## config.mk

```make
export PLATFORM = sky130hd
export DESIGN_NAME = adc733_sample_fifo
export DESIGN_NICKNAME = d
export VERILOG_FILES = /design/src/rtl/adc733_sample_fifo.sv
export SDC_FILE = /design/constraint.sdc
export NUM_CORES = 1
export LEC_CHECK = 0
export CORE_MARGIN = 2
export CORE_UTILIZATION = 32
export DETAILED_ROUTE_END_ITERATION = 7
export GPL_TIMING_DRIVEN = 0
export PLACE_DENSITY = 0.53
export SLEW_MARGIN = 5
export SYNTH_ARGS = -nofsm -noshare
export SYNTH_HDL_FRONTEND = slang
export SYNTH_SLANG_ARGS = --single-unit
```

## constraint.sdc

```tcl
create_clock -name clk -period 3.4 [get_ports clk]
set_input_delay 0.51 -clock clk [delete_from_list [all_inputs] [get_ports clk]]
set_output_delay 0.51 -clock clk [all_outputs]
set_load 0.02 [all_outputs]
```

## src/rtl/adc733_sample_fifo.sv

```systemverilog
// Block averager for ADC733 samples feeding a show-ahead FIFO with a registered head word.
// Averages of 2^AVG_LOG2 samples are pushed; a full FIFO drops the word and sets sticky overflow.
module adc733_sample_fifo #(
    parameter int DEPTH    = 16,
    parameter int AVG_LOG2 = 2
) (
    input  logic                     clk,
    input  logic                     rst,
    input  logic [15:0]              sample_i,
    input  logic                     sample_vld_i,
    input  logic                     sync_i,
    input  logic                     enable_i,
    output logic [15:0]              out_data_o,
    output logic                     out_valid_o,
    input  logic                     out_ready_i,
    output logic [$clog2(DEPTH):0]   level_o,
    output logic                     overflow_o,
    input  logic                     clr_ovf_i
);
    localparam int PW = $clog2(DEPTH);
    localparam int LW = PW + 1;
    localparam int AW = 16 + AVG_LOG2;
    localparam int CW = AVG_LOG2 + 1;
    localparam logic [CW-1:0] LAST_CNT = CW'((1 << AVG_LOG2) - 1);
    localparam logic [LW-1:0] FULL_LVL = LW'(DEPTH);
    localparam logic [LW-1:0] ONE_LVL  = LW'(1'b1);

    typedef enum logic [1:0] {
        IDLE  = 2'b00,
        ACCUM = 2'b01,
        PUSH  = 2'b10
    } state_t;

    state_t               r_state, w_state_nxt;
    logic signed [AW-1:0] r_acc, w_acc_nxt, w_acc_base, w_sample_ext, w_sum, w_avg;
    logic [CW-1:0]        r_cnt, w_cnt_nxt, w_cnt_base;
    logic [15:0]          r_push, w_push_nxt;

    logic [15:0]          r_mem [DEPTH];
    logic [PW-1:0]        r_wr_ptr, r_rd_ptr, w_rd_inc;
    logic [LW-1:0]        r_level, w_level_nxt;
    logic [15:0]          r_head, w_head_nxt;
    logic                 r_valid, r_ovf;
    logic                 w_push_req, w_pop, w_full, w_push_ok, w_drop;

    // Averager next-state: PUSH shares the sample path because acc/cnt are already cleared on entry.
    always_comb begin
        w_state_nxt  = r_state;
        w_acc_nxt    = r_acc;
        w_cnt_nxt    = r_cnt;
        w_push_nxt   = r_push;
        w_acc_base   = sync_i ? {AW{1'b0}} : r_acc;
        w_cnt_base   = sync_i ? {CW{1'b0}} : r_cnt;
        w_sample_ext = AW'($signed(sample_i));
        w_sum        = w_acc_base + w_sample_ext;
        w_avg        = w_sum >>> AVG_LOG2;
        case (r_state)
            IDLE: begin
                w_acc_nxt = {AW{1'b0}};
                w_cnt_nxt = {CW{1'b0}};
                if (enable_i) begin
                    w_state_nxt = ACCUM;
                end else begin
                    w_state_nxt = IDLE;
                end
            end
            ACCUM, PUSH: begin
                if (!enable_i) begin
                    w_state_nxt = IDLE;
                    w_acc_nxt   = {AW{1'b0}};
                    w_cnt_nxt   = {CW{1'b0}};
                end else if (sample_vld_i) begin
                    if (w_cnt_base == LAST_CNT) begin
                        w_push_nxt  = w_avg[15:0];
                        w_acc_nxt   = {AW{1'b0}};
                        w_cnt_nxt   = {CW{1'b0}};
                        w_state_nxt = PUSH;
                    end else begin
                        w_acc_nxt   = w_sum;
                        w_cnt_nxt   = w_cnt_base + CW'(1'b1);
                        w_state_nxt = ACCUM;
                    end
                end else begin
                    w_acc_nxt   = w_acc_base;
                    w_cnt_nxt   = w_cnt_base;
                    w_state_nxt = ACCUM;
                end
            end
            default: begin
                w_state_nxt = IDLE;
                w_acc_nxt   = {AW{1'b0}};
                w_cnt_nxt   = {CW{1'b0}};
            end
        endcase
    end

    // Averager state register.
    always_ff @(posedge clk or posedge rst) begin
        if (rst) begin
            r_state <= IDLE;
            r_acc   <= {AW{1'b0}};
            r_cnt   <= {CW{1'b0}};
            r_push  <= 16'h0000;
        end else begin
            r_state <= w_state_nxt;
            r_acc   <= w_acc_nxt;
            r_cnt   <= w_cnt_nxt;
            r_push  <= w_push_nxt;
        end
    end

    assign w_push_req = (r_state == PUSH);
    assign w_pop      = r_valid & out_ready_i;
    assign w_full     = (r_level == FULL_LVL);
    assign w_push_ok  = w_push_req & (~w_full | w_pop);
    assign w_drop     = w_push_req & w_full & ~w_pop;
    assign w_rd_inc   = r_rd_ptr + PW'(1'b1);

    // Head word and occupancy; a push into a one-deep pop bypasses straight to the head.
    always_comb begin
        w_head_nxt  = r_head;
        w_level_nxt = r_level;
        if (w_pop) begin
            if (r_level > ONE_LVL) begin
                w_head_nxt = r_mem[w_rd_inc];
            end else if (w_push_ok) begin
                w_head_nxt = r_push;
            end else begin
                w_head_nxt = r_head;
            end
        end else if (w_push_ok && (r_level == {LW{1'b0}})) begin
            w_head_nxt = r_push;
        end else begin
            w_head_nxt = r_head;
        end
        case ({w_push_ok, w_pop})
            2'b10:   w_level_nxt = r_level + ONE_LVL;
            2'b01:   w_level_nxt = r_level - ONE_LVL;
            default: w_level_nxt = r_level;
        endcase
    end

    // FIFO storage array.
    always_ff @(posedge clk) begin
        if (w_push_ok) begin
            r_mem[r_wr_ptr] <= r_push;
        end
    end

    // FIFO pointers, occupancy, head register and sticky overflow.
    always_ff @(posedge clk or posedge rst) begin
        if (rst) begin
            r_wr_ptr <= {PW{1'b0}};
            r_rd_ptr <= {PW{1'b0}};
            r_level  <= {LW{1'b0}};
            r_head   <= 16'h0000;
            r_valid  <= 1'b0;
            r_ovf    <= 1'b0;
        end else begin
            if (w_push_ok) begin
                r_wr_ptr <= r_wr_ptr + PW'(1'b1);
            end
            if (w_pop) begin
                r_rd_ptr <= w_rd_inc;
            end
            r_level <= w_level_nxt;
            r_head  <= w_head_nxt;
            r_valid <= (w_level_nxt != {LW{1'b0}});
            if (w_drop) begin
                r_ovf <= 1'b1;
            end else if (clr_ovf_i) begin
                r_ovf <= 1'b0;
            end
        end
    end

    assign out_data_o  = r_head;
    assign out_valid_o = r_valid;
    assign level_o     = r_level;
    assign overflow_o  = r_ovf;
endmodule

```

### Word level (Yosys, flattened, before mapping)

Memory sizes are Yosys's and may differ from the RTL's.
Index checks and enable logic that the tools add are counted.

* memories: 1
* logic and storage cells: 65
* output and inout port bits: 23
* memory bits (writable): 256
* register bits: 70

* add/subtract/negate cells: 6
* equal/unequal tests: 7
* bitwise operators: 7
* mux-type cells: 24
* order comparisons: 1
* reduce and logical (&&, ||, !) cells: 9

Memory list
* r_mem: depth 16, bits a word 16, rd ports 1, clocked after memory_dff 0, wr ports 1, line 39 `logic [15:0] r_mem [DEPTH];`

Operators with widths (number)
* $mux W18: 5
* $mux W16: 4
* $add A18 B16 Y18: 1
* $mux W3: 5
* $pmux W5 S2: 1
* $add A4 B1 Y4 const B: 2
* $mux W2: 3
* $add A5 B1 Y5 const B: 1
* $eq A5 B5 Y1 const B: 1
* $gt A5 B1 Y1 const B: 1
* $logic_not A5 Y1: 1
* $mux W1: 5
* $reduce_bool A5 Y1: 1
* $sub A5 B1 Y5 const B: 1
* $and A1 B1 Y1: 4
* $eq A2 B1 Y1 const B: 2
* $eq A2 B2 Y1 const B: 2
* $pmux W2 S2: 1
* $reduce_and A4 Y1: 1
* $reduce_bool A2 Y1: 2
* $add A3 B1 Y3 const B: 1
* $eq A3 B2 Y1 const B: 1
* $ne A3 B1 Y1 const B: 1
* $logic_not A2 Y1: 1
* 5 further kinds: 6

### Longest topological paths before layout

* word-level depth: 7
* gate-level depth with buffers: 13
* depth with buffers taken out: 12

### Worst setup path before layout

OpenSTA, ideal clock, no wires.

* path kind: flip-flop to flip-flop
* start point: reg r_level[0] (netlist: level_o[0])
* end point: mem r_mem[3][0] (enable)
* clock period less this slack: 3099 ps
* cell stages (with the launch flop): 8
* slack: 301 ps
* library setup time: 409 ps
* data arrival time: 2690 ps
* required time: 2991 ps
* path through: dfrtp_1 > inv_1 > ha_1 > nand4_1 > and2_1 > clkbuf_1 > nand2_1 > nor3_1

* longest elaborated chain between the ends: 6

Ends and longest elaborated chain
* start: declaration: line 41 `logic [LW-1:0] r_level, w_level_nxt;`
* start signal: assignment: line 155 `r_level <= {LW{1'b0}};`
* start signal: assignment: line 166 `r_level <= w_level_nxt;`
* $eq A5 B5 Y1: line 114 `assign w_full = (r_level == FULL_LVL);`
* $not A1 Y1: line 115 `assign w_push_ok = w_push_req & (~w_full | w_pop);`
* $or A1 B1 Y1: line 115
* $and A1 B1 Y1: line 115
* named net w_push_ok: line 44 `logic w_push_req, w_pop, w_full, w_push_ok, w_drop;`
* $mux W1: line 145 `if (w_push_ok) begin`
* $mux W1 (not written as such): line 146 `r_mem[r_wr_ptr] <= r_push;`
* end: declaration: line 39

The timed path passes the listed nets, and every way through them passes these cells.

### Final worst setup path

* start point: in sync_i
* end point: reg r_acc[16]

* longest elaborated chain between the ends: 6
* elaborated cells between the ends (all ways): 8

Ends and longest elaborated chain
* start: declaration: line 11 `input logic sync_i,`
* $mux W18 or $mux W3 (tied branches): line 52, 53
* $add A18 B16 Y18 or $eq A3 B2 Y1 (tied branches): line 55, 73
* $mux W18: line 73 `if (w_cnt_base == LAST_CNT) begin`
* $mux W18 *: line 72 `end else if (sample_vld_i) begin`
* $mux W18 *: line 68 `if (!enable_i) begin`
* $mux W18 *: line 57 `case (r_state)`
* named net w_acc_nxt[16]: line 35 `logic signed [AW-1:0] r_acc, w_acc_nxt, w_acc_base, w_sample_ext, w_sum, w_avg;`
* end signal: assignment: line 101 `r_acc <= {AW{1'b0}};`
* end signal: assignment: line 106 `r_acc <= w_acc_nxt;`
* end: declaration: line 35

The timed path passes the listed nets; every way through them passes the cells marked *.
A chain may end at the register's enable or synchronous reset.

==> reports/qor.yml <==
outcome:
  status: "finished clean"
finish:
  nets: 975
  final_core_util: 0.386
  antenna_cells: 0
  final_common_cell: "edfxtp_1"
  final_cell_count_no_fill: 1534
  final_cell_mix: "256 x edfxtp_1, 70 x dfrtp_1, 67 x nand2_1"
  final_area_um2: 16600
  drive_gt1_frac: 0.176
  area_growth_pct: 19.3
cts:
  tritoncts: "yes"
  cts_root_buffer: "clkbuf_16"
  numCtsBuffers: 36
  clockBufferDepth: 3
  htreeDepth: 2
  clk-insertion-delay-late_ps: 530
  clock_sinks: 326
  post_cts_buffers: 0
  cts.clk_slew.worst_paths_ps: 60
sta:
  clock.fmax_mhz: 317
  fin_setup_tns_ps: 0
  rsz0062_at_grt: "false"
  hold_violations: 0
  slew_headroom: 0.111
  finalSetupViolCount: 0
  fin_ws_ps: 241
  post-route-period-util: 0.929
  drv_slew: 0
  period_minus_slack_ps: 3160
  worst_pin_slew_ps: 1320
  whs_ps: 264
  final.setup_skew_ps: 20.3
worst_setup_path:
  critPathKind: "input port to register"
  worstPathArrival_ps: 3540
  cp_slowest_cell: "clkdlybuf4s50_1"
  crit_chain: "clkdlybuf4s50_1 > clkbuf_2 > clkbuf_4 > nor2b_1 > ha_1 > clkbuf_1 > nand3_1 > nor3_2 > nand2_1 > a211oi_1 > nor3_1 > xor2_1 > o21ai_1"
  critPathMaxFanout: 10
  max_stage_delay_ps: 590
  start_kind: "input port"
  endpoint_kind: "register"
  required_ps: 3790
drt:
  dr.pass1.iters: 4
  avgViaCountPerCell: 4.88
  vias: 7488
  drt-total-wl_um: 31900
  wire_per_inst_um: 20.8
  drc_errors: 0
  drtIter0Drc: 496
  antenna_left: 0
global_routing:
  grt.overflow.total: 0
  grt_max_degree: 59
  grt_usage: 0.145
  grt_pass1_vias: 7667
  grt_pass1_wl_um: 48500
  antenna_found_initial: 0
floorplan:
  initial_core_util: 0.324
  die_h_um: 213
  rows: 76
  dieArea_um2: 45200
  fp.dieW_um: 213
  core_area_um2: 43100
  ios: 46
placement:
  dpl.hpwl_um: 22100
  pre_cts_slack_ps: -911
  port_buffers: 44
  place_inst: 1468
  placed_area_um2: 15400
  gp_congestion: 0.815
job:
  drv_cap: 0
logic_synthesis:
  async_reset_ff_frac: 0.215
  synth_flop_cell: "edfxtp_1"
  synth_area_leaders: "edfxtp_1 55%, dfrtp_1 13%, mux4_2 8.2%, mux4_1 5.5%, ha_1 2.7%"
  synth.avg_cell_area_um2: 17.0
  synth_nets: 872
  synthCells: 818
  netlist_area_um2: 13900
  yosysSeqAreaShare: 0.677
  yosys_warnings: 0
  synth_seq_cells: 326
  yosysTopAreaCellShare: 0.552
  synth_cell_types: 59
  synth_top_cell_by_area: "edfxtp_1"
  synth_edf_count: 256
worst_hold_path:
  hold_class: "input port to async pin"
power:
  fin_total_pwr_mw: 8.26
  pwr_density_cell_nw_per_um2: 497
  peakVddDrop_mv: 0.347
  power.leakage_nw: 5.05
## path summary, 6_finish.rpt
kind                                from             end  slack (ps)  depth (start not counted)
max                               sync_i       r_acc[16]         240                         13
min                                  rst        r_acc[0]         260                          2
max reg2reg                  r_rd_ptr[0]   out_data_o[2]         300                          7
min reg2reg                out_data_o[7]   out_data_o[7]         480                          2
max in group asynchronous            rst  out_data_o[10]        2560                          3
min in group clk           out_data_o[7]   out_data_o[7]         480                          2
## layout make-up
| type | instances | area, um2 |
|---|---|---|
| clock inverters | 14 | 149 |
| well taps | 585 | 732 |
| plain buffers | 36 | 205 |
| inverters | 23 | 88.8 |
| clock buffers | 52 | 1010 |
| fillers | 3944 | 26500 |
| repair buffers | 65 | 727 |
| flip-flops and latches | 326 | 9440 |
| multi-input cells | 433 | 4270 |
## critical path, delay by kind of cell
| family | cells | cell delay [ps] |
|---|---|---|
| simple gates | 5 | 770 |
| fa+ha+maj | 1 | 270 |
| buf+inv | 4 | 1420 |
| xor+xnor | 1 | 230 |
| compound gates | 2 | 360 |
## sequential cells by signal, summed over array words and instances (netlist names)
register and cells:
r_mem 256, r_acc 18, out_data_o 16, r_push 16
level_o 5, r_rd_ptr 4, r_wr_ptr 4, r_cnt 3
r_state 2, out_valid_o 1, overflow_o 1
## kinds of logic (layout without fill, tap and decap cells)
kind of cell,count (synthesis),in the layout,share of synthesized area
fa+ha+maj,32,32,0.0291
flops,326,326,0.677
mux,105,105,0.155
buf+inv,59,190,0.0206
xor+xnor,28,28,0.0176
compound gates,103,103,0.0461
simple gates,165,165,0.0539
## synth_stat cells, types with 2 or more instances
cell / number
and2_1: 2
buf_6: 5
a21oi_1: 20
a22oi_1: 2
nor2_1: 38
a211oi_1: 3
inv_1: 23
a21o_1: 4
o22ai_1: 5
mux4_1: 29
edfxtp_1: 256
o2bb2ai_1: 5
xnor2_1: 15
o21ai_1: 28
nand2_1: 67
buf_2: 6
mux4_2: 51
mux2_2: 4
xor2_1: 13
nand4_1: 4
ha_1: 30
o21ai_0: 14
nand3b_1: 2
nor2b_1: 20
clkbuf_1: 22
nor3_1: 11
nand2b_1: 6
mux2i_1: 21
nand3_1: 9
or3_1: 2
a31oi_1: 4
dfrtp_1: 70
## power breakdown
| group | total (mW) | switching (mW) | internal (mW) |
|---|---|---|---|
| clock | 3.80 | 1.56 | 2.24 |
| combinational | 0.193 | 0.117 | 0.0761 |
| sequential | 4.27 | 0.00507 | 4.27 |
| total | 8.26 | 1.68 | 6.58 |
## timing repair
item                                   in CTS  in global routing
pin swaps                                   0                  0
resized for setup                           2                  4
endpoints found under the hold margin       0                  0
hold buffers                                0                  0
setup endpoints to repair                  12                  4
cloned                                      0                  0
## metal layers
| layer | vias to the layer above | GRT usage | share of wire |
|---|---|---|---|
| met2 | 148 | 0.239 | 0.48 |
| li1 | 3418 | - | - |
| met1 | 3873 | 0.201 | 0.46 |
| met5 | - | 0 | 0 |
| met3 | 49 | 0.0249 | 0.037 |
| met4 | 0 | 0.0367 | 0.018 |
Power figures use the tool's default switching activity.
==> edit 1 (config.mk and constraints unchanged) <==
`AVG_LOG2`: 2 -> 4. Comments in the files are not updated.
--- a/src/rtl/adc733_sample_fifo.sv
+++ b/src/rtl/adc733_sample_fifo.sv
@@ -2,7 +2,7 @@
 // Averages of 2^AVG_LOG2 samples are pushed; a full FIFO drops the word and sets sticky overflow.
 module adc733_sample_fifo #(
     parameter int DEPTH    = 16,
-    parameter int AVG_LOG2 = 2
+    parameter int AVG_LOG2 = 4
 ) (
     input  logic                     clk,
     input  logic                     rst,
Behaviour: not the same (a bounded check fails within 10 cycles, from zero or initial values and one cycle with rst high).
==> edit 1 against the unedited design <==
Setup slack worse by 0.084 ns; utilization down 0.52 points; sequential share of layout area decreased by 1.2 points; power rose by 1.5%; wire length increased by 2.7%; sequential cell count up 4; area after synthesis grew 4.2%; largest cell class unchanged; cell area increased by 3.3%.
==> edit 1: results (changes against the unedited design) <==
Status
  • Status: finished, final reports clean

Floorplanning
  • Starting Density: 32.19% (-0.16 points)

Cells and area
  • Layout Nets: 1059 (+8.6%)
  • Layout cells sized above 1: 20.68% (+3.1 points)
  • Filler cells: 4237 (+7.4%)
  • Fin util: 38.07% (-0.52 points)
  • Biggest regs: r_mem: 256 flops, r_acc: 20 flops
  • Number of diodes: 0 (unchanged)

Placement
  • Pre-CTS setup slack: -1.163 ns (-0.2521 ns)
  • IO Port Bufs: 38 (-14%)
  • RePlAce Congestion: 0.7759 (-4.8%)
  • Placed cell area: 15960 µm² (+3.3%)
  • Detailed Place HPWL: 23610 µm (+6.7%)

Synthesis
  • Ys async rst share: 22.42% (+0.95 points)
  • Post-synth EDFFs: 256 (unchanged)
  • Netlist cell types: 66 (+12%)
  • Register area share after synthesis: 65.72% (-2.0 points)
  • Synth top cells by count: 256 x edfxtp_1, 80 x mux4_2, 74 x dfrtp_1
  • Syn nets: 967 (+11%)
  • Dominant cells by area after synthesis: edfxtp_1 53%, dfrtp_1 13%, mux4_2 12%
  • Yosys warns: 0 (unchanged)
  • Primary FF master, synth: edfxtp_1

Global routing
  • Antenna violations before repair: 0 (unchanged)
  • Gr usage total: 14.20% (-0.35 points)
  • Global-route wire length before repair: 50630 µm (+4.4%)
  • Vias in the first global route: 8193 (+6.9%)
  • Largest net degree at the start of global routing: 44 (-25%)

Critical path
  • CP max FO: 10 (unchanged)
  • CP arrival: 3.62 ns (+0.08 ns)

Route
  • Average vias per placed instance: 4.917 (+0.74%)
  • Final WL: 32790 µm (+2.7%)
  • First DRT Iteration DRCs: 598 (+21%)
  • Drt pass-1 iters: 5 (+1)

STA
  • Number of hold violations in the final report: 0 (unchanged)
  • Skew final: 0.01078 ns (-0.009512 ns)
  • Max transition margin: 30.80% (+20 points)

Clocking
  • Root Buffer: clkbuf_16
  • Clk_lat worst skew: 0.51 ns (-0.02 ns)
  • Total CTS buffers: 36 (unchanged)
  • Reg clk slew, reported paths: 0.06 ns (about the same)
  • Clock Tree Buf Depth: 3 (unchanged)
  • H-tree depth: 2 (unchanged)

Power
  • Max VDD drop: 0.0002748 V (-21%)
  • Sw power: 1.668 mW (-0.66%)
  • Pleak: 6.670 nW (+32%)

Hold path
  • Tightest Hold Check Type: in -> async
edit 1: cell types whose count changed in the layout (fill, tap and decap cells not counted), moves of 9 or more:
| cell | delta |
|---|---|
| mux4_1 | -29 |
| mux4_2 | +29 |
| nand3_1 | +10 |
| o21ai_0 | +35 |
| o21ai_1 | -20 |
| xnor2_1 | +9 |
edit 1: power by group through the flow:
stage          Combinational [mW]  Sequential [mW]  Clock (mW)
3_5_place_dp                0.210             4.39           0
3_3_place_gp                0.202             4.39           0
2_1_floorplan               0.139             4.39           0
4_1_cts                     0.212             4.31        3.95
5_1_grt                     0.235             4.31        4.12
6_report                    0.209             4.31        3.86
edit 1: cell families after synthesis:
kind of cell | count (synthesis) | synth area share (%)
AOI/OAI and AO/OA | 138 | 6.284
and+or+nand+nor | 208 | 7.163
xor gates and xnor gates | 38 | 2.345
buffers and inverters | 73 | 2.095
DFF | 330 | 65.72
adders and majority gates | 29 | 2.517
muxes | 101 | 13.88
edit 1: what timing repair did:
action,in CTS,in global routing
pin swaps,1,1
hold buffers,0,0
buffers inserted,1,0
gates resized for setup,9,11
endpoints found under the hold margin,0,0
endpoints found under the setup margin,33,21
edit 1: worst max-delay path, stage by stage (launching register included):
cell and delay [ns]:
dfrtp_1 0.40, ha_1 0.30, clkbuf_1 0.61, clkbuf_2 0.47
mux4_2 0.40, mux4_2 0.47, mux2i_1 0.34, o21ai_0 0.12
edit 1: per-layer routing:
| layer | share of wire, % | wire length [µm] | global-route usage, % | vias to the layer above |
|---|---|---|---|---|
| met4 | 2.1 | 694 | 3.790 | 0 |
| met2 | 49 | 16210 | 24.08 | 174 |
| li1 | - | - | - | 3752 |
| met3 | 4.4 | 1445 | 2.082 | 44 |
| met1 | 44 | 14430 | 19.10 | 4070 |
| met5 | 0 | 0 | 0 | - |
edit 1: worst paths after layout:
| path | start | end | slack, ns | depth (start not counted) |
|---|---|---|---|---|
| min in group clk | sample_i[10] | r_acc[10] | 0.47 | 3 |
| hold reg to reg | out_data_o[0] | out_data_o[0] | 0.47 | 2 |
| setup reg to reg | r_rd_ptr[0] | out_data_o[0] | 0.16 | 7 |
| max in group asynchronous | rst | out_data_o[6] | 2.38 | 3 |
| setup / recovery | r_rd_ptr[0] | out_data_o[0] | 0.16 | 7 |
| hold / removal | rst | r_acc[0] | 0.39 | 2 |
edit 1: final cells by class:
type                            count  area share (%)
Clock inverter                     15          0.8820
Multi-Input combinational cell    514           27.63
Buffer                             51           1.392
Timing Repair Buffer               56           3.747
Sequential cell                   330           55.58
Tap cell                          600           4.374
Inverter                           20          0.4520
Clock buffer                       49           5.948
edit 1: stage by stage:
step           power, mW  std cells
2_1_floorplan      4.532        917
3_3_place_gp       4.597       1555
3_5_place_dp       4.604       1572
4_1_cts            8.473       1636
5_1_grt            8.667       1635
6_report           8.385       1635
==> edit 2 (config.mk and constraints unchanged) <==
Without the edit above. Encoding of `state_t`: now one-hot (3 bits for 3 states).
--- a/src/rtl/adc733_sample_fifo.sv
+++ b/src/rtl/adc733_sample_fifo.sv
@@ -25,10 +25,10 @@
     localparam logic [LW-1:0] FULL_LVL = LW'(DEPTH);
     localparam logic [LW-1:0] ONE_LVL  = LW'(1'b1);
 
-    typedef enum logic [1:0] {
-        IDLE  = 2'b00,
-        ACCUM = 2'b01,
-        PUSH  = 2'b10
+    typedef enum logic [2:0] {
+        IDLE  = 3'b001,
+        ACCUM = 3'b010,
+        PUSH  = 3'b100
     } state_t;
 
     state_t               r_state, w_state_nxt;
Check against the original RTL: no difference found for any inputs over 4 cycles, from zero or initial values and one cycle with rst high; so few cycles prove little.
==> edit 2 against the unedited design <==
Sequential cell count is 1 higher; cell area decreased by 1.1%; count of clock-buffer cells in the layout down 3; area after synthesis is 0.91% higher; sequential share of layout area increased by 0.80 points; non-clock buffer count down 24; worst hold slack gained 0.086 ns; power rose by 0.80%; setup slack improved by 0.10 ns; first-iteration DRC count rose by 2.6%; wire length up 0.55%; die area up 0.89%; critical path type is now reg -> reg; largest cell class unchanged.
==> edit 2: results (changes against the unedited design) <==
Power
  • Sw power: 1.727 mW (+2.9%)
  • Pint: 6.598 mW (+0.26%)
  • Pleak: 4.957 nW (-1.8%)
  • P_clk: 3.79 mW (about the same)

Global routing
  • Vias in the first global route: 7689 (+0.29%)
  • GR Layer Usage met3: 2.255% (-0.23 points)
  • Largest net degree at the start of global routing: 45 (-24%)
  • Gr usage total: 14.52% (-0.025 points)
  • Global-route wire length before repair: 48160 µm (-0.64%)
  • Grt met1 use: 20.33% (+0.20 points)
  • M2 GR Usage: 23.77% (-0.14 points)

Cells and area
  • Layout Nets: 950 (-2.6%)
  • Final Non-Filler Cells: 1512 (-1.4%)
  • Layout cells sized above 1: 15.97% (-1.6 points)

Synthesis
  • Post-synthesis cell count: 815 (-0.37%)
  • Register area share after synthesis: 67.31% (-0.42 points)
  • Ys async rst share: 21.71% (+0.24 points)
  • Synth top cells by count: 256 x edfxtp_1, 70 x dfrtp_1, 55 x nand2_1
  • Netlist cell types: 63 (+6.8%)
  • Dominant cells by area after synthesis: edfxtp_1 55%, dfrtp_1 12%, mux4_2 7.7%

Route
  • Drt pass-1 iters: 5 (+1)
  • Metal3 WL: 1184 µm (-0.50%)
  • First DRT Iteration DRCs: 509 (+2.6%)
  • DR WL met2: 15250 µm (-1.2%)
  • Average vias per placed instance: 4.892 (+0.22%)
  • Wl on met1: 15100 µm (+2.6%)

Clocking
  • Post_cts resized: 5 (+3)

Placement
  • Pre-CTS setup slack: -1.018 ns (-0.1073 ns)
  • RePlAce Congestion: 0.7756 (-4.8%)
  • Placed insts: 1445 (-1.6%)
  • Placed cell area: 15260 µm² (-1.2%)

Critical path
  • WS Path Type: reg -> reg
  • CP top delay family: XOR/XNOR gates
  • Worst path max stage delay: 0.98 ns (+0.39 ns)
  • Max stage delay cell, worst path: xnor2_1
  • CP endpoint: out_data_o[0]
  • CP arrival: 3.45 ns (-0.09 ns)

STA
  • Skew final: 0.01651 ns (-0.003773 ns)

Status
  • Status: finished, final reports clean
## edit 2: layout make-up
cell class	count	area, µm²
Fill cell	3988	26830
Sequential cell	327	9465
Multi-Input combinational cell	432	4293
Clock buffer	49	991.0
Tap cell	585	732.0
Timing Repair Buffer	46	478.0
Buffer	31	236.5
Clock inverter	17	145.1
Inverter	25	96.34
## edit 2: logic make-up after synthesis
kind of cell / synth area share (%)
AOI/OAI and AO/OA: 4.823
xor gates and xnor gates: 2.038
adders and majority gates: 2.625
buffers and inverters: 2.224
DFF: 67.31
muxes: 15.56
and+or+nand+nor: 5.419
## edit 2: worst min path at each step
stage / slack (ns) / depth (start not counted) / to / start
after floorplan: 0.46 / 1 / r_rd_ptr[3] / r_rd_ptr[3]
after global routing: 0.36 / 2 / overflow_o / rst
after global placement: 0.47 / 2 / out_data_o[0] / out_data_o[0]
after CTS: 0.35 / 2 / overflow_o / rst
final: 0.35 / 2 / overflow_o / rst
after detailed placement: 0.48 / 2 / out_data_o[0] / out_data_o[0]
